**src/rtl/board_pkg.sv**
```systemverilog
// Shared board geometry, colour codes and arbiter enums for the playfield RAM.
package board_pkg;

  localparam int COLS        = 10;
  localparam int ROWS        = 20;
  localparam int CELL_W      = 3;
  localparam int ADDR_W      = 8;
  localparam int BOARD_CELLS = COLS * ROWS;

  typedef enum logic [CELL_W-1:0] {
    EMPTY  = 3'd0,
    CYAN   = 3'd1,
    BLUE   = 3'd2,
    ORANGE = 3'd3,
    YELLOW = 3'd4,
    GREEN  = 3'd5,
    PURPLE = 3'd6,
    RED    = 3'd7
  } cell_t;

  typedef enum logic [1:0] {
    CL_IDLE = 2'd0,
    CL_RUN  = 2'd1,
    CL_DONE = 2'd2
  } cl_state_t;

  typedef enum logic [1:0] {
    TAG_NONE = 2'd0,
    TAG_DISP = 2'd1,
    TAG_GAME = 2'd2
  } tag_t;

  // Compared one bit wider so a full 2**ADDR_W board does not wrap to zero.
  function automatic logic addr_legal(input logic [ADDR_W-1:0] addr);
    return ({1'b0, addr} < (ADDR_W + 1)'(BOARD_CELLS));
  endfunction

endpackage

```
**src/rtl/board_addr.sv**
```systemverilog
// Cell index row*COLS+col as a shift-add, truncated to ADDR_W bits.
module board_addr
  import board_pkg::*;
(
  input  logic [9:0]        row,
  input  logic [9:0]        col,
  output logic [ADDR_W-1:0] addr
);

  localparam logic [9:0] COLS_V = 10'(COLS);

  logic [19:0] acc_s;
  logic        unused_s;

  // Sum shifted copies of the row for each set bit of COLS, then add the column.
  always_comb begin
    acc_s = 20'd0;
    for (int i = 0; i < 10; i++) begin
      if (COLS_V[i]) begin
        acc_s = acc_s + ({10'd0, row} << i);
      end else begin
        acc_s = acc_s;
      end
    end
    acc_s = acc_s + {10'd0, col};
  end

  assign addr     = acc_s[ADDR_W-1:0];
  assign unused_s = ^acc_s[19:ADDR_W];

endmodule

```
**src/rtl/board_mem_arbiter.sv**
```systemverilog
// Playfield RAM arbiter: display scan owns active video, then the clear sweep,
// then game read/write requests, one registered RAM access per cycle.
module board_mem_arbiter
  import board_pkg::*;
(
  input  logic              clock,
  input  logic              reset,
  input  logic              in_display,
  input  logic [9:0]        count_x,
  input  logic [9:0]        count_y,
  output logic [CELL_W-1:0] pixel_cell,
  output logic              pixel_valid,
  input  logic              req_valid,
  input  logic              req_we,
  input  logic [ADDR_W-1:0] req_addr,
  input  logic [CELL_W-1:0] req_wdata,
  output logic              req_ready,
  output logic              rsp_valid,
  output logic [CELL_W-1:0] rsp_rdata,
  output logic              req_err,
  input  logic              clear_start,
  output logic              clear_busy,
  output logic              clear_done,
  output logic              mem_en,
  output logic              mem_we,
  output logic [ADDR_W-1:0] mem_addr,
  output logic [CELL_W-1:0] mem_wdata,
  input  logic [CELL_W-1:0] mem_rdata
);

  localparam logic [ADDR_W-1:0] LAST_CELL = ADDR_W'(BOARD_CELLS - 1);

  logic [ADDR_W-1:0] disp_addr_s;
  logic              accept_s;
  logic              legal_s;

  cl_state_t         cl_state_r;
  logic [ADDR_W-1:0] clear_ptr_r;
  logic              clear_busy_r;
  logic              clear_done_r;

  logic              mem_en_r;
  logic              mem_we_r;
  logic [ADDR_W-1:0] mem_addr_r;
  logic [CELL_W-1:0] mem_wdata_r;

  // tag0 travels with the issued access, tag1 lines up with mem_rdata
  tag_t              tag0_r;
  tag_t              tag1_r;
  logic              ill0_r;
  logic              ill1_r;

  logic              pixel_valid_r;
  logic [CELL_W-1:0] pixel_cell_r;
  logic              rsp_valid_r;
  logic [CELL_W-1:0] rsp_rdata_r;
  logic              req_err_r;

  board_addr u_disp_addr (
    .row  (count_y),
    .col  (count_x),
    .addr (disp_addr_s)
  );

  assign req_ready = !in_display && !clear_busy_r && !reset;
  assign accept_s  = req_valid && req_ready;
  assign legal_s   = addr_legal(req_addr);

  // Clear sequencer: sweep zeros across the board using blanking slots only.
  always_ff @(posedge clock) begin
    if (reset) begin
      cl_state_r   <= CL_IDLE;
      clear_ptr_r  <= '0;
      clear_busy_r <= 1'b0;
      clear_done_r <= 1'b0;
    end else begin
      case (cl_state_r)
        CL_IDLE: begin
          clear_done_r <= 1'b0;
          if (clear_start) begin
            cl_state_r   <= CL_RUN;
            clear_ptr_r  <= '0;
            clear_busy_r <= 1'b1;
          end
        end
        CL_RUN: begin
          if (!in_display) begin
            clear_ptr_r <= clear_ptr_r + ADDR_W'(1);
            if (clear_ptr_r == LAST_CELL) begin
              cl_state_r   <= CL_DONE;
              clear_busy_r <= 1'b0;
              clear_done_r <= 1'b1;
            end
          end
        end
        CL_DONE: begin
          cl_state_r   <= CL_IDLE;
          clear_done_r <= 1'b0;
        end
        default: begin
          cl_state_r   <= CL_IDLE;
          clear_busy_r <= 1'b0;
          clear_done_r <= 1'b0;
        end
      endcase
    end
  end

  // Slot owner issues the RAM access; two-stage tag pipeline routes read data.
  always_ff @(posedge clock) begin
    if (reset) begin
      mem_en_r      <= 1'b0;
      mem_we_r      <= 1'b0;
      mem_addr_r    <= '0;
      mem_wdata_r   <= EMPTY;
      tag0_r        <= TAG_NONE;
      tag1_r        <= TAG_NONE;
      ill0_r        <= 1'b0;
      ill1_r        <= 1'b0;
      req_err_r     <= 1'b0;
      pixel_valid_r <= 1'b0;
      pixel_cell_r  <= EMPTY;
      rsp_valid_r   <= 1'b0;
      rsp_rdata_r   <= EMPTY;
    end else begin
      mem_en_r    <= 1'b0;
      mem_we_r    <= 1'b0;
      mem_addr_r  <= '0;
      mem_wdata_r <= EMPTY;
      tag0_r      <= TAG_NONE;
      ill0_r      <= 1'b0;
      if (in_display) begin
        mem_en_r   <= 1'b1;
        mem_addr_r <= disp_addr_s;
        tag0_r     <= TAG_DISP;
      end else if (clear_busy_r) begin
        mem_en_r   <= 1'b1;
        mem_we_r   <= 1'b1;
        mem_addr_r <= clear_ptr_r;
      end else if (accept_s) begin
        if (legal_s) begin
          mem_en_r    <= 1'b1;
          mem_we_r    <= req_we;
          mem_addr_r  <= req_addr;
          mem_wdata_r <= req_wdata;
        end else begin
          ill0_r <= 1'b1;
        end
        tag0_r <= req_we ? TAG_NONE : TAG_GAME;
      end

      tag1_r    <= tag0_r;
      ill1_r    <= ill0_r;
      req_err_r <= ill0_r;

      pixel_valid_r <= (tag1_r == TAG_DISP);
      pixel_cell_r  <= (tag1_r == TAG_DISP) ? mem_rdata : EMPTY;
      rsp_valid_r   <= (tag1_r == TAG_GAME);
      rsp_rdata_r   <= ((tag1_r == TAG_GAME) && !ill1_r) ? mem_rdata : EMPTY;
    end
  end

  assign mem_en      = mem_en_r;
  assign mem_we      = mem_we_r;
  assign mem_addr    = mem_addr_r;
  assign mem_wdata   = mem_wdata_r;
  assign pixel_valid = pixel_valid_r;
  assign pixel_cell  = pixel_cell_r;
  assign rsp_valid   = rsp_valid_r;
  assign rsp_rdata   = rsp_rdata_r;
  assign req_err     = req_err_r;
  assign clear_busy  = clear_busy_r;
  assign clear_done  = clear_done_r;

endmodule

```
**config.mk**
```make
export PLATFORM = sky130hd
export DESIGN_NAME = board_mem_arbiter
export DESIGN_NICKNAME = d
export VERILOG_FILES = /design/src/rtl/board_pkg.sv /design/src/rtl/board_addr.sv /design/src/rtl/board_mem_arbiter.sv
export SDC_FILE = /design/constraint.sdc
export NUM_CORES = 1
export LEC_CHECK = 0
export BUFFER_PORTS_ARGS = -buffer_cell sky130_fd_sc_hd__clkbuf_2
export CORE_ASPECT_RATIO = 0.7
export CORE_MARGIN = 3
export CORE_UTILIZATION = 35
export CTS_CLUSTER_SIZE = 8
export DETAILED_ROUTE_END_ITERATION = 8
export HOLD_SLACK_MARGIN = 0.12
export MAX_ROUTING_LAYER = met4
export PLACE_DENSITY = 0.66
export RECOVER_POWER = 25
export SLEW_MARGIN = 20
export SYNTH_ARGS = -nofsm -noshare
export SYNTH_HDL_FRONTEND = slang
export SYNTH_SLANG_ARGS = --single-unit
```
**constraint.sdc**
```tcl
create_clock -name clock -period 3.99 [get_ports clock]
set_input_delay 1.197 -clock clock [delete_from_list [all_inputs] [get_ports clock]]
set_output_delay 1.197 -clock clock [all_outputs]
set_load 0.01 [all_outputs]
```
==> results of run 1 <==
==> worst max-delay path, stage by stage <==
cell	delay [ns]
clkbuf_1	0.21
or2_2	0.44
nor2_1	0.11
clkbuf_2	0.13
==> sequential cells by signal (all words and copies together), names as in the netlist <==
register     flops
req_err          1
ill0_r           1
pixel_valid      1
cl_state_r       2
mem_we           1
mem_addr         8
clear_busy       1
rsp_rdata        3
pixel_cell       3
tag1_r           2
tag0_r           2
rsp_valid        1
mem_en           1
mem_wdata        3
clear_done       1
clear_ptr_r      8
==> cell families after synthesis <==
| kind of cell | synth area share |
|---|---|
| AOI/OAI and AO/OA | 0.156 |
| xor gates and xnor gates | 0.0437 |
| adders and majority gates | 0.111 |
| buffers and inverters | 0.0617 |
| DFF | 0.432 |
| and+or+nand+nor | 0.195 |
==> metrics by stage <==
stage | hold WS [ns] | util | setup WS (ns)
4_1_cts | 0.431 | 0.460 | 0.745
6_report | 0.429 | 0.458 | 0.704
2_1_floorplan | 0.395 | - | 0.881
5_1_grt | 0.449 | 0.458 | 0.652
3_3_place_gp | 0.407 | 0.437 | 0.712
3_5_place_dp | 0.416 | 0.437 | 0.691
==> power breakdown <==
| group | internal (mW) | leakage, nW | total, mW | switching, mW |
|---|---|---|---|---|
| combinational | 0.0670 | 0.633 | 0.143 | 0.0761 |
| sequential | 0.404 | 0.318 | 0.413 | 0.00915 |
| clock | 0.186 | 0.0581 | 0.330 | 0.144 |
==> worst max-delay path by stage <==
stage | start | depth (start not counted) | to | slack [ns]
after floorplan | reset | 4 | req_ready | 0.88
after global placement | count_x[3] | 9 | mem_addr[6] | 0.71
after detailed placement | count_x[3] | 9 | mem_addr[6] | 0.69
after CTS | in_display | 4 | req_ready | 0.75
after global routing | in_display | 4 | req_ready | 0.65
final | in_display | 4 | req_ready | 0.70
==> cell type report <==
class / instances / area share
multi-input combinational: 116 / 0.405
sequential: 39 / 0.349
timing repair buffer: 60 / 0.133
tap: 69 / 0.0386
clock buffer: 5 / 0.0308
inverter: 14 / 0.0235
clock inverter: 3 / 0.0196
==> per-layer routing <==
layer	global-route usage	part of all wire	vias to the layer above	wire length, um
met5	-	0	-	0
met4	0.0648	0.019	0	76
met3	0.0387	0.079	8	317
met2	0.192	0.41	58	1630
met1	0.187	0.50	683	1980
li1	-	-	747	-
==> cell usage in the layout (no fill, tap or decap), types with 4 or more instances in the layout <==
master    count
or4_1         4
ha_1          8
nor2_1       16
and2_1        6
clkbuf_8      5
dfxtp_1      39
nor2b_1       4
a21oi_1      10
a222oi_1      4
inv_1        14
xnor2_1       6
clkbuf_2     58
fa_1          5
==> out/summary.md, run 1 <==
The run finished with clean final reports. Setup violations remaining at the end of the flow were counted as 0. The placed instances occupy a cell area of 0.00214 sq mm. Via count of the first global-routing pass: 1,329.

The critical setup path kind is input port to primary output. The tools report the placed cell count as 298. Power density over cell area: 396 mW/mm^2. The synthesized design contains 39 register bits. The tools report the worst clock skew as 0.00755 ns. For the count of vias placed by the detailed router, the log shows 1,496.

The worst hold path cell count came out at 1. The total global-route track usage is 0.139, and the remaining routing DRC violations is 0. TritonCTS built the clock tree. The number of cell instances on the worst register-to-register path is 4. The area used by multi-input combinational logic is 907 sq um.

The worst hold path begins at tag1_r[0]. The sequential fraction of the synthesis area was 0.432. Entering global routing, the biggest net connects 18 pins.

The post-layout instance area is 0.00224 sq mm, and the final net count is 289. The detailed placement HPWL was 3.08 mm. From left edge to right edge, the die measures 91.8 um. The tools report the worst path required time as 2.79 ns. Data on the critical path arrives at its endpoint at 2.09 ns.

The cell at the root of the clock tree was clkbuf_8. The netlist area before placement came out at 0.00181 sq mm. Number of detailed-route iterations in the first pass: 4.

Ranked by total cell area, the synthesized netlist is headed by dfxtp_1 (43%), fa_1 (5.5%), ha_1 (5.5%). In the final timing run, aggregate negative setup slack is 0 ns. Critical register-to-register path startpoint: clear_busy. The final weighted congestion in routability-driven placement is 0.804, and the detail-routed via count per cell is 4.89. For the post-CTS setup repair buffer count, the log shows 0.

Dividing the detail-routed wire length by the instance count gives 13.1 um. The path with the worst hold slack has its endpoint at rsp_valid. Setup repair after global routing left no endpoint under its margin. During I/O placement, the number of pins put on the boundary was 65.

After clock tree synthesis, the flow added hold-fix buffers numbering 0. The worst setup path is captured at a primary output. The area overhead of the layout relative to synthesis was 23.9%. The commonest cells after synthesis are dfxtp_1 (39), nor2_1 (16), inv_1 (14), a21oi_1 (10). STA classifies the critical path startpoint as an input port.

Across all register-to-register paths, the minimum setup slack is 1.90 ns. Summed over all cells, the static leakage comes to 1.01 nW. The worst IR drop on VDD was 0.136 mV; the vertical extent of the die was 66.1 um.

Summing all flip-flop and latch instances after layout gives 781 sq um. The run gives 0 as the total count of max-transition violations in the final report. The number of antenna violations at the first check in global routing is 0. The number of enable flip-flop cells after synthesis works out to 0.

The cell with the most instances after synthesis was dfxtp_1. Counting every instance in the synthesized netlist gives 178. The number of buffers inserted by port buffering works out to 59.

The number of nets in the synthesized netlist was 231; the number of nets still failing antenna checks after routing was 0. Largest fanout on the critical path: 10. The logs give 0.513 for the tightest slew margin relative to the limit and 0.00489 sq mm for the core footprint. Static timing analysis puts the maximum clock frequency at 304 MHz.

The number of clock buffers added by TritonCTS is 5. After clock tree synthesis, the clock-pin slew on the worst setup and hold paths is 0.08 ns. The proportion of netlist area held by the largest area contributor was 0.432.

Among all flip-flop cells after synthesis, the most frequent one is dfxtp_1. Across the run, the number of max-cap violations was 0. In this run the critical register-to-register path is captured at mem_addr[6].

The first-iteration detailed-routing DRC count is 142. The share of the cycle needed by the critical path after routing works out to 0.824. The number of fillers in the final layout came out at 493. The min-delay analysis places its worst path in the category flip-flop to flip-flop. Summed over all layers, the global routing overflow is 0. Maximum level of the CTS H-tree: 2. Of all cell types, the one taking the most synthesized area is dfxtp_1. Counting every sink on the clock net gives 39.

Summed over all layers, the routed wires come to 4.00 mm. For the number of distinct library cells after synthesis, the log shows 46. The smallest clock period supported by the final layout is computed as 3.29 ns. At the pin with the least slew margin, the transition time is 0.730 ns.

The worst-skew pair later-pin latency is 0.30 ns. The power consumption came out at 0.886 mW. The total count of hold-check failures in the final report is 0, and the global-route wire length before repair is 6.27 mm.

The die area is 0.00607 sq mm. The share of final-layout standard cells stronger than drive strength 1 was 0.304; the maximum root-to-sink buffer count was 2. The tools report the number of warnings issued by yosys as 0.

The number of gates resized after cts was 0; the post-layout instance count excluding filler cells was 306. The run gives 0.369 as the effective utilization at floorplan. After synthesis, the mean cell area works out to 10.1 sq um. The async set-or-reset flop fraction in the synthesized netlist was 0; the standard-cell row count was 21.

0 antenna diodes ended up in the layout.
Note: power is estimated with default switching activity, not from simulation.
==> inputs of run 2 (changes only) <==
--- a/config.mk
+++ b/config.mk
@@ -13,7 +13,7 @@
 export DETAILED_ROUTE_END_ITERATION = 8
 export HOLD_SLACK_MARGIN = 0.12
 export MAX_ROUTING_LAYER = met4
-export PLACE_DENSITY = 0.66
+export PLACE_DENSITY = 0.68
 export RECOVER_POWER = 25
 export SLEW_MARGIN = 20
 export SYNTH_ARGS = -nofsm -noshare
==> constraint.sdc (replaced) <==
create_clock -name clock -period 2.6 [get_ports clock]
set_input_delay 0.78 -clock clock [delete_from_list [all_inputs] [get_ports clock]]
set_output_delay 0.78 -clock clock [all_outputs]
set_load 0.01 [all_outputs]
==> run 2 against run 1 <==
  * Final cell count grew 3.3%
  * Wire length rose by 0.27%
  * Global-route usage is essentially flat
  * Cell area increased by 3.2%
  * Clock power is 49% higher
  * Hold slack got worse by 0.010 ns
  * Flip-flop and latch count unchanged
  * Sequential power rose by 54%
  * Critical endpoint is now mem_addr[7]
  * Critical path depth increased by 5
  * Setup slack got worse by 0.59 ns
==> out/summary.md, run 2 (synthesized netlist as in run 1, its figures left out) <==
The run finished with clean final reports. The share of final-layout standard cells stronger than drive strength 1 was 0.324; the routed wire length was 4.01 mm. The worst clock skew was 0.00888 ns.

The tightest slew margin relative to the limit was 0.543. The minimum hold slack is 0.419 ns, and the die area is 0.00607 sq mm. The number of antenna violations at the first check in global routing was 0; the detail-routed via count per cell was 4.76. The worst-skew pair later-pin latency was 0.29 ns.

The core footprint was 0.00489 sq mm. After floorplanning, the core was divided into 21 placement rows. Final net count: 299. The run gives 0.329 mV as the worst IR drop on VDD. For the post-layout instance count excluding filler cells, the log shows 316.

The min-delay analysis places its worst path in the category flip-flop to flip-flop. Counting the fill cells in the layout gives 496. In this run the static leakage power is 1.05 nW. The clock passes through at most 2 buffers.

After clock tree synthesis, the clock-pin slew on the worst setup and hold paths is 0.07 ns. The average wire per cell in the routed design works out to 12.7 um. The tools report the first-iteration detailed-routing DRC count as 75. Summing over every cut layer, the via total after detailed routing is 1,503. The library cell used most frequently in the layout, excluding fill and tap cells, is clkbuf_2. Before CTS, the worst setup slack after placement is -0.177 ns.

The number of nets still failing antenna checks after routing came out at 0. Timing would allow up to 403 MHz. The largest fanout on the critical path came out at 2.

The library cells used most frequently in the layout, excluding fill and tap cells, are clkbuf_2 (56), dfxtp_1 (39), nor2_1 (16). In the routed design, unresolved DRC markers number 0. For the worst setup path, the data required time is 2.81 ns.

The total global-route track usage is 0.139. The tools report the total overflow reported by the global router as 0. The floorplan step set the die width to 91.8 um.

The run gives 4 as the number of detailed-route iterations in the first pass. The run gives 0 as the total count of hold-check failures in the final report. Final setup TNS: 0 ns.

For the cts-stage hold buffer count, the log shows 0. Setup repair after global routing left no endpoint under its margin. TritonCTS created 5 clock buffers. The final weighted congestion in routability-driven placement was 0.788; the clock period minus worst slack was 2.48 ns. The final worst slack is 0.116 ns, and the share of the cycle needed by the critical path after routing is 0.956.

Dividing total power by cell area gives a power density of 591 mW/mm^2. The number of buffers inserted by port buffering is 59, and the maximum level of the CTS H-tree is 2. The effective utilization at floorplan is 0.369. The placed cell count is 308.

The worst setup path is captured at a flip-flop. The measured slew at the worst slew-check pin is 0.686 ns, and the area overhead of the layout relative to synthesis is 27.9%. TritonCTS built the clock tree. The via count of the first global-routing pass was 1,399.

The run gives 0 as the post-CTS setup repair buffer count. Setup violations remaining at the end of the flow were counted as 0. Vertical extent of the die: 66.1 um. Once detailed placement completed, the half-perimeter wirelength came to 3.25 mm. The logs give 39 for the total clock sinks and 2.69 ns for the data arrival time of the worst path.

The largest net degree at the start of global routing was 17. The critical path is of the input port to flip-flop type. The repair_antennas step left the layout with diodes totalling 0. Total count of max-transition violations in the final report: 0. In this run the count of I/O pins placed on the die edge is 65. For the global-route wire length before repair, the log shows 6.38 mm.

The number of gates resized after cts was 0. Cell at the root of the clock tree: clkbuf_8. The kind of start point of the critical path is an input port. Across the run, the number of max-cap violations was 0.
## run 2: final cells by class
cell class | instances | area (sq um) | share of cell area
multi-input combinational | 116 | 910 | 0.394
sequential | 39 | 781 | 0.338
timing repair buffer | 70 | 367 | 0.159
tap | 69 | 86.3 | 0.0374
clock buffer | 5 | 68.8 | 0.0298
inverter | 14 | 52.6 | 0.0228
clock inverter | 3 | 43.8 | 0.0190
## run 2: worst max-delay path: stages
cell and delay (ns):
clkbuf_2 0.07, inv_1 0.05, fa_1 0.53, inv_1 0.07, ha_1 0.29, a211oi_1 0.08
o21a_1 0.21, or4_1 0.50, o211ai_1 0.10
## run 2: metal layers
| metal | global-route usage | wire length, um | vias up |
|---|---|---|---|
| met5 | - | 0 | - |
| met4 | 0.0389 | 13 | 0 |
| met3 | 0.0489 | 269 | 2 |
| met2 | 0.209 | 1840 | 41 |
| met1 | 0.178 | 1890 | 691 |
| li1 | - | - | 769 |
## run 2: final timing paths
check             startpoint  slack [ns]     endpoint  cells after the start
setup / recovery  count_x[3]        0.12  mem_addr[7]                      9
hold / removal     tag1_r[0]        0.42    rsp_valid                      1
setup reg to reg  clear_busy        0.78  mem_addr[6]                      4
hold reg to reg    tag1_r[0]        0.42    rsp_valid                      1
## run 2: power breakdown
group | switching (mW) | internal (mW)
Clock | 0.207 | 0.285
Sequential | 0.0140 | 0.621
Combinational | 0.119 | 0.119
## run 2: per-stage QoR
stage,area [sq um],power (mW),utilization
floorplan,1810,0.791,-
global placement,2210,0.886,0.453
detailed placement,2210,0.890,0.453
CTS,2330,1.38,0.476
global route,2310,1.44,0.472
finish,2310,1.36,0.472
